===== src/rtl/mem_arbiter.sv =====
// rtl/mem_arbiter.sv - CPU/loader arbiter for the single-port data RAM (optional MEM_ARBITER_PERF_COUNTER_EN)
module mem_arbiter #(
   parameter int ADDR_WIDTH = 15,
   parameter int DATA_WIDTH = 32
) (
   input  logic                  clk,
   input  logic                  reset_n,
   input  logic                  cpu_req,
   input  logic                  cpu_we,
   input  logic [ADDR_WIDTH-1:0] cpu_address,
   input  logic [DATA_WIDTH-1:0] cpu_write_data,
   output logic                  cpu_ack,
   output logic [DATA_WIDTH-1:0] cpu_read_data,
   output logic                  cpu_stall,
   input  logic                  ldr_req,
   input  logic                  ldr_we,
   input  logic [ADDR_WIDTH-1:0] ldr_address,
   input  logic [DATA_WIDTH-1:0] ldr_write_data,
   output logic                  ldr_ack,
   output logic [DATA_WIDTH-1:0] ldr_read_data,
   output logic [ADDR_WIDTH-1:0] ram_address,
   output logic [DATA_WIDTH-1:0] ram_write_data,
   output logic                  ram_wren,
   input  logic [DATA_WIDTH-1:0] ram_data,
   output logic                  busy
`ifdef MEM_ARBITER_PERF_COUNTER_EN
   ,
   input  logic                  perf_clear,
   output logic [31:0]           cpu_wait_cycles
`endif
);

   typedef enum logic [1:0] {
      ST_IDLE  = 2'd0,
      ST_ISSUE = 2'd1,
      ST_RESP  = 2'd2
   } state_t;

   typedef enum logic {
      OWN_CPU = 1'b0,
      OWN_LDR = 1'b1
   } owner_t;

   state_t                  state_q, state_d;
   owner_t                  owner_q, owner_d;
   logic                    op_we_q, op_we_d;
   logic [ADDR_WIDTH-1:0]   ram_address_q, ram_address_d;
   logic [DATA_WIDTH-1:0]   ram_write_data_q, ram_write_data_d;
   logic                    ram_wren_q, ram_wren_d;
   logic                    cpu_ack_q, cpu_ack_d;
   logic                    ldr_ack_q, ldr_ack_d;
   logic [DATA_WIDTH-1:0]   cpu_read_data_q, cpu_read_data_d;
   logic [DATA_WIDTH-1:0]   ldr_read_data_q, ldr_read_data_d;

   // A requester whose ack is being delivered this cycle is not re-served;
   // this also hands the slot to the loader whenever the CPU is being acked.
   logic cpu_eligible;
   logic ldr_eligible;
   assign cpu_eligible = cpu_req & ~cpu_ack_q;
   assign ldr_eligible = ldr_req & ~ldr_ack_q;

   // State and datapath registers; reset abandons any access in flight.
   always_ff @(posedge clk or negedge reset_n) begin
      if (!reset_n) begin
         state_q          <= ST_IDLE;
         owner_q          <= OWN_CPU;
         op_we_q          <= 1'b0;
         ram_address_q    <= '0;
         ram_write_data_q <= '0;
         ram_wren_q       <= 1'b0;
         cpu_ack_q        <= 1'b0;
         ldr_ack_q        <= 1'b0;
         cpu_read_data_q  <= '0;
         ldr_read_data_q  <= '0;
      end else begin
         state_q          <= state_d;
         owner_q          <= owner_d;
         op_we_q          <= op_we_d;
         ram_address_q    <= ram_address_d;
         ram_write_data_q <= ram_write_data_d;
         ram_wren_q       <= ram_wren_d;
         cpu_ack_q        <= cpu_ack_d;
         ldr_ack_q        <= ldr_ack_d;
         cpu_read_data_q  <= cpu_read_data_d;
         ldr_read_data_q  <= ldr_read_data_d;
      end
   end

   // Next-state: fixed-priority grant in IDLE, one ISSUE cycle, one RESP cycle.
   always_comb begin
      state_d          = state_q;
      owner_d          = owner_q;
      op_we_d          = op_we_q;
      ram_address_d    = ram_address_q;
      ram_write_data_d = ram_write_data_q;
      ram_wren_d       = ram_wren_q;
      cpu_ack_d        = 1'b0;
      ldr_ack_d        = 1'b0;
      cpu_read_data_d  = cpu_read_data_q;
      ldr_read_data_d  = ldr_read_data_q;

      unique case (state_q)
         ST_IDLE: begin
            if (cpu_eligible) begin
               owner_d          = OWN_CPU;
               op_we_d          = cpu_we;
               ram_address_d    = cpu_address;
               ram_write_data_d = cpu_write_data;
               ram_wren_d       = cpu_we;
               state_d          = ST_ISSUE;
            end else if (ldr_eligible) begin
               owner_d          = OWN_LDR;
               op_we_d          = ldr_we;
               ram_address_d    = ldr_address;
               ram_write_data_d = ldr_write_data;
               ram_wren_d       = ldr_we;
               state_d          = ST_ISSUE;
            end
         end
         ST_ISSUE: begin
            // RAM samples address/data/wren at the end of this cycle.
            ram_wren_d = 1'b0;
            state_d    = ST_RESP;
         end
         ST_RESP: begin
            // Writes leave the owner's read_data untouched.
            if (owner_q == OWN_CPU) begin
               cpu_ack_d = 1'b1;
               if (!op_we_q) cpu_read_data_d = ram_data;
            end else begin
               ldr_ack_d = 1'b1;
               if (!op_we_q) ldr_read_data_d = ram_data;
            end
            state_d = ST_IDLE;
         end
         default: begin
            state_d    = ST_IDLE;
            ram_wren_d = 1'b0;
         end
      endcase
   end

   assign cpu_ack        = cpu_ack_q;
   assign ldr_ack        = ldr_ack_q;
   assign cpu_read_data  = cpu_read_data_q;
   assign ldr_read_data  = ldr_read_data_q;
   assign ram_address    = ram_address_q;
   assign ram_write_data = ram_write_data_q;
   assign ram_wren       = ram_wren_q;
   assign busy           = (state_q != ST_IDLE);
   assign cpu_stall      = cpu_req & ~cpu_ack_q;

`ifdef MEM_ARBITER_PERF_COUNTER_EN
   logic [31:0] cpu_wait_q;

   // Saturating count of CPU stall cycles; clear wins over increment.
   always_ff @(posedge clk or negedge reset_n) begin
      if (!reset_n) begin
         cpu_wait_q <= '0;
      end else if (perf_clear) begin
         cpu_wait_q <= '0;
      end else if (cpu_stall && (cpu_wait_q != 32'hFFFF_FFFF)) begin
         cpu_wait_q <= cpu_wait_q + 32'd1;
      end
   end

   assign cpu_wait_cycles = cpu_wait_q;
`endif

endmodule


===== config.mk =====
export PLATFORM = sky130hd
export DESIGN_NAME = mem_arbiter
export DESIGN_NICKNAME = d
export VERILOG_FILES = /design/src/rtl/mem_arbiter.sv
export SDC_FILE = /design/constraint.sdc
export NUM_CORES = 1
export LEC_CHECK = 0
export CAP_MARGIN = 40
export CORE_MARGIN = 2
export CORE_UTILIZATION = 41
export CTS_CLUSTER_DIAMETER = 120
export DETAILED_ROUTE_END_ITERATION = 10
export HOLD_SLACK_MARGIN = 0.06
export PLACE_DENSITY = 0.8
export REMOVE_ABC_BUFFERS = 1
export SLEW_MARGIN = 20
export SYNTH_ARGS = -nofsm -noshare
export SYNTH_HDL_FRONTEND = slang
export SYNTH_SLANG_ARGS = --single-unit

===== constraint.sdc =====
create_clock -name clk -period 1.6 [get_ports clk]
set_input_delay 0.24 -clock clk [delete_from_list [all_inputs] [get_ports clk]]
set_output_delay 0.24 -clock clk [all_outputs]
set_load 0.005 [all_outputs]

==> impl_metrics.json, run 1 <==
{
  "synthTopCellsByArea": "dfrtp_1 56%, mux2_2 25%, mux2_4 11%, buf_6 2.6%, buf_12 1.1%",
  "grt.total_usage_pct": 20.2,
  "worst_ep_arrival_time_ns": 1.89,
  "worstPathMaxFanout": 6,
  "ys_types": 20,
  "cts_root_buf": "clkbuf_16",
  "viasPerCell": 4.75,
  "tns_ns": -0.0305,
  "yosysTopAreaCellShare_pct": 56.4,
  "yosysTopAreaCell": "dfrtp_1",
  "vias": 3697,
  "synth_ff_type": "dfrtp_1",
  "power.density_mw_per_mm2": 1930,
  "hold_viol": 0,
  "synthCells": 314,
  "area_delta_synth_final_pct": 69.3,
  "slew_headroom_pct": 59.3,
  "cts_buffer_depth": 2,
  "die-width_um": 117,
  "yosysMostFrequentCell": "dfrtp_1",
  "layout-drive-gt1-share_pct": 36.5,
  "ant_nets": 0,
  "hpwlAfterDp_um": 9940,
  "hold_ws_ns": 0.474,
  "grt_max_degree": 119,
  "hp-class": "in2reg",
  "synth_edf_count": 0,
  "stdcell_count": 778,
  "grt_pass1_wl_um": 20500,
  "core_area_mm2": 0.0126,
  "firstDrtPassIters": 4,
  "first_iter_violations": 93,
  "antenna_found_initial": 0,
  "ys_async_sr_fraction_pct": 100,
  "cts_sinks": 118,
  "finalWorstSetupSlack_ns": -0.00488,
  "dp_slack_ns": -0.253,
  "insertion_delay_ns": 0.40,
  "synth_warnings": 0,
  "grt-ovfl-total": 0,
  "outcome": "finished, violations left",
  "criticalPathCategory": "reg2reg",
  "tightest_slew_ns": 0.611,
  "r2r_slack_ns": -0.005,
  "tritoncts": "yes",
  "die_h_um": 117,
  "num_rows": 41,
  "peakVddDrop_v": 0.00107,
  "cts_made_buffers": 17,
  "netlist_area_mm2": 0.00524,
  "violations": "negative setup slack",
  "cts_htree_levels": 4,
  "ys_top_cells_by_count": "118 x dfrtp_1, 115 x mux2_2, 40 x mux2_4",
  "synth_seq_area_share_pct": 56.4,
  "dp.cells": 734,
  "dieArea_mm2": 0.0137,
  "power.leakage_nw": 3.86,
  "gp_congestion": 0.743,
  "finish.net_count": 728,
  "setup_viol": 11,
  "drv_slew": 0,
  "start_util_pct": 41.7,
  "syn_avg_cell_area_um2": 16.7,
  "ios": 248,
  "power.total_w": 0.0171,
  "clock_skew_ns": 0.00484,
  "clk_pin_slew_ns": 0.05,
  "first_global_vias": 3997,
  "rsz0062_at_grt": "yes",
  "fin_crit_sh_pct": 100,
  "cap_violations": 0,
  "worstSetupStartpointType": "register",
  "layout_min_cycle_time_ns": 1.60,
  "routed_wl_um": 14400,
  "crit_required_ns": 1.88,
  "cp-end-kind": "register",
  "portBuffers": 247,
  "wl_per_cell_um": 18.5,
  "antenna_cells": 0,
  "fmax_ghz": 0.623,
  "ys_seq_elements": 118,
  "drc": 0
}
state kept, by name, indices dropped and copies added, names as in the netlist:
register        count
ram_wren            1
owner_q             1
op_we_q             1
ldr_read_data      32
ram_write_data     32
state_q             2
cpu_read_data      32
cpu_ack             1
ram_address        15
ldr_ack             1
area by class of cell:
cell class	count	area, µm²
inverters	4	22.5
flip-flops and latches	118	2950
repair buffers	280	2920
fillers	834	3700
clock buffers	24	472
well taps	172	215
multi-input cells	174	2210
clock inverters	5	75.1
repair inverters	1	6.26
kinds of logic (layout without fill, tap and decap cells):
| kind of cell | after synthesis | after routing | synth area share (%) |
|---|---|---|---|
| mux | 160 | 160 | 37.2 |
| flops | 118 | 118 | 56.4 |
| buf+inv | 22 | 314 | 4.54 |
| simple gates | 10 | 10 | 1.31 |
| compound gates | 4 | 4 | 0.597 |
per-stage QoR:
stage          util (%)  instance area [µm²]
3_3_place_gp       63.0                 7920
2_1_floorplan         -                 5020
4_1_cts            68.0                 8550
3_5_place_dp       63.0                 7920
6_report           70.6                 8870
5_1_grt            70.6                 8870
where the power goes:
| group | internal, W | total (W) | switching (W) |
|---|---|---|---|
| logic | 0.00572 | 0.00814 | 0.00241 |
| registers | 0.00451 | 0.00541 | 0.000901 |
| clock network | 0.00234 | 0.00356 | 0.00122 |
cells in the final DEF (no fill, tap or decap), types with 2 or more instances in the layout:
master	n
buf_12	6
clkbuf_16	20
mux2_4	78
dfrtp_1	118
clkinv_2	3
buf_4	11
clkbuf_1	5
mux2i_1	2
clkbuf_8	2
buf_6	8
mux2_1	2
buf_8	4
and3b_1	2
clkdlybuf4s50_1	243
inv_1	3
nor2_1	2
mux2_2	78
bufinv_16	2
nand2b_1	2
worst paths after layout:
kind | start | end | cells after the start
setup / recovery | cpu_ack$_DFF_PN0_ | ram_write_data[7]$_DFFE_PN0P_ | 6
hold / removal | ram_data[6] | cpu_read_data[6]$_DFFE_PN0P_ | 2
setup reg to reg | cpu_ack$_DFF_PN0_ | ram_write_data[7]$_DFFE_PN0P_ | 6
hold reg to reg | cpu_read_data[6]$_DFFE_PN0P_ | cpu_read_data[6]$_DFFE_PN0P_ | 1
max in group asynchronous | reset_n | ram_write_data[0]$_DFFE_PN0P_ | 3
min in group asynchronous | reset_n | ldr_read_data[14]$_DFFE_PN0P_ | 3
metal layers:
| layer | GRT usage, % | share of wire (%) | vias up |
|---|---|---|---|
| li1 | - | - | 1681 |
| met1 | 22.2 | 38 | 1815 |
| met2 | 33.6 | 48 | 180 |
| met3 | 9.84 | 11 | 21 |
| met4 | 8.39 | 2.0 | 0 |
| met5 | 0 | 0 | - |
critical path, cell delays in order (launching register included):
cell and delay, ns:
dfrtp_1 0.38, nand2b_4 0.17, buf_8 0.14, a21o_4 0.24, inv_8 0.10, clkbuf_16 0.16, mux2_4 0.30
repair_timing:
action / 4_1_cts / 5_1_grt
cloned: 1 / 5
hold endpoints to repair: 118 / 0
pin swaps: 2 / 2
resized for setup: 9 / 57
endpoints found under the setup margin: 27 / 106
setup buffers: 4 / 4
hold buffers: 1 / 0
Power figures use the tool's default switching activity.
==> inputs of run 2 (changes only) <==
==> constraint.sdc (replaced) <==
create_clock -name clk -period 1.6 [get_ports clk]
set_input_delay 0.4 -clock clk [delete_from_list [all_inputs] [get_ports clk]]
set_output_delay 0.4 -clock clk [all_outputs]
set_load 0.005 [all_outputs]
==> impl_metrics.json, run 2 (synthesis results as in run 1) <==
{
  "worstPathMaxFanout": 10,
  "pwr-share-clk_pct": 22.8,
  "cts_made_buffers": 17,
  "violations": "negative setup slack",
  "num_rows": 41,
  "layout_min_cycle_time_ns": 1.63,
  "rsz0062_at_grt": "yes",
  "first_global_vias": 4117,
  "grt-ovfl-total": 0,
  "cts_htree_levels": 4,
  "wl_per_cell_um": 18.0,
  "cap_violations": 0,
  "peakVddDrop_v": 0.00111,
  "cts_root_buf": "clkbuf_16",
  "finish.net_count": 725,
  "setup_viol": 4,
  "post_dp_cell_area_mm2": 0.00794,
  "worst_ep_arrival_time_ns": 1.90,
  "dieArea_mm2": 0.0137,
  "worstSetupStartpointType": "register",
  "ios": 248,
  "routed_wl_um": 13900,
  "gp_congestion": 0.743,
  "p_seq_share_pct": 33.5,
  "firstDrtPassIters": 4,
  "drv_slew": 0,
  "die-width_um": 117,
  "dp_slack_ns": -0.471,
  "drc": 0,
  "area_delta_synth_final_pct": 65.7,
  "tightest_slew_ns": 0.283,
  "vias": 3722,
  "switching_power_w": 0.00438,
  "clk_pin_slew_ns": 0.05,
  "antenna_cells": 0,
  "antenna_found_initial": 0,
  "tritoncts": "yes",
  "ant_nets": 0,
  "cts_sinks": 118,
  "slew_headroom_pct": 81.1,
  "final_common_cell": "clkdlybuf4s50_1",
  "power.leakage_nw": 4.02,
  "grt_max_degree": 54,
  "hold_viol": 0,
  "core_area_mm2": 0.0126,
  "power_frac_comb_pct": 43.7,
  "first_iter_violations": 83,
  "grt_pass1_wl_um": 21000,
  "p_int_w": 0.0116,
  "fmax_ghz": 0.615,
  "outcome": "finished, violations left",
  "insertion_delay_ns": 0.41,
  "fin_crit_sh_pct": 102,
  "r2r_slack_ns": -0.03,
  "tns_ns": -0.0759,
  "clock_skew_ns": 0.0118,
  "hpwlAfterDp_um": 10100,
  "power.density_mw_per_mm2": 1840,
  "layout-drive-gt1-share_pct": 36.7,
  "finalWorstSetupSlack_ns": -0.0251,
  "portBuffers": 247,
  "swShare_pct": 27.5,
  "criticalPathCategory": "reg2reg",
  "hp-class": "in2async",
  "finalInstanceArea_mm2": 0.00868,
  "die_h_um": 117,
  "crit_required_ns": 1.88,
  "start_util_pct": 41.7,
  "cp-end-kind": "register",
  "final_cell_mix": "129 x clkdlybuf4s50_1, 118 x dfrtp_1, 113 x dlygate4sd2_1",
  "grt.total_usage_pct": 20.5,
  "viasPerCell": 4.80,
  "cts_buffer_depth": 2
}
[run 2: changes by cell type in the layout (fill, tap and decap cells not counted), sizes merged]
| cell | previous run | this run |
|---|---|---|
| clkdlybuf4s50 | 243 | 129 |
| buf | 31 | 32 |
| inv | 5 | 3 |
| dlygate4sd2 | 1 | 113 |
| dlymetal6s2s | 0 | 1 |
| clkbuf | 28 | 27 |
[run 2: metal layers]
metal	vias to the layer above	wire length, µm	part of all wire [%]	GRT usage (%)
li1	1680	-	-	-
met1	1842	5490	39	23.5
met2	179	6660	48	33.4
met3	21	1510	11	8.86
met4	0	282	2.0	9.02
met5	-	0	0	0
[run 2: area by class of cell]
| type | count | area, µm² |
|---|---|---|
| tap | 172 | 215 |
| sequential | 118 | 2950 |
| clock buffer | 25 | 495 |
| multi-input combinational | 174 | 2180 |
| inverter | 4 | 27.5 |
| clock inverter | 4 | 70.1 |
| fill | 893 | 3890 |
| timing repair buffer | 278 | 2740 |
[run 2: worst paths after layout]
check | from | endpoint | cells after the start
max in group asynchronous | reset_n | ram_address[3]$_DFFE_PN0P_ | 3
worst max-delay path | cpu_ack$_DFF_PN0_ | ram_write_data[2]$_DFFE_PN0P_ | 6
worst min register to register | ram_write_data[19]$_DFFE_PN0P_ | ram_write_data[19]$_DFFE_PN0P_ | 1
min in group clk | ram_write_data[19]$_DFFE_PN0P_ | ram_write_data[19]$_DFFE_PN0P_ | 1
worst max register to register | cpu_ack$_DFF_PN0_ | ram_write_data[2]$_DFFE_PN0P_ | 6
worst min-delay path | reset_n | cpu_read_data[29]$_DFFE_PN0P_ | 2
[run 2: critical path: stages (launching register included)]
cell and delay, ns:
dfrtp_1 0.39, nand2b_4 0.16, buf_8 0.14, a21o_4 0.22
clkinv_8 0.09, buf_12 0.15, mux2_2 0.34
[run 2: what timing repair did]
action                     in CTS  in global routing
hold buffers                    1                  0
buffers inserted               10                  1
gates resized for setup       158                 12
cloned                          2                  0
pin swaps                       2                  1
hold endpoints to repair       15                  0
setup endpoints to repair     164                 78
[run 2: stage by stage]
stage	std cells	utilization [%]	power (W)	hold WS [ns]
after floorplan	296	-	0.00820	0.104
after global placement	732	63.2	0.0123	0.292
after detailed placement	732	63.2	0.0126	0.293
after CTS	774	68.8	0.0160	0.398
after global routing	775	69.1	0.0169	0.428
final	775	69.1	0.0160	0.410
[run 2: power by group through the flow]
stage | sequential (W) | clock, W | combinational, W
3_5_place_dp | 0.00540 | 0 | 0.00717
3_3_place_gp | 0.00534 | 0 | 0.00700
6_report | 0.00534 | 0.00363 | 0.00697
4_1_cts | 0.00535 | 0.00372 | 0.00696
5_1_grt | 0.00553 | 0.00386 | 0.00746
2_1_floorplan | 0.00540 | 0 | 0.00281
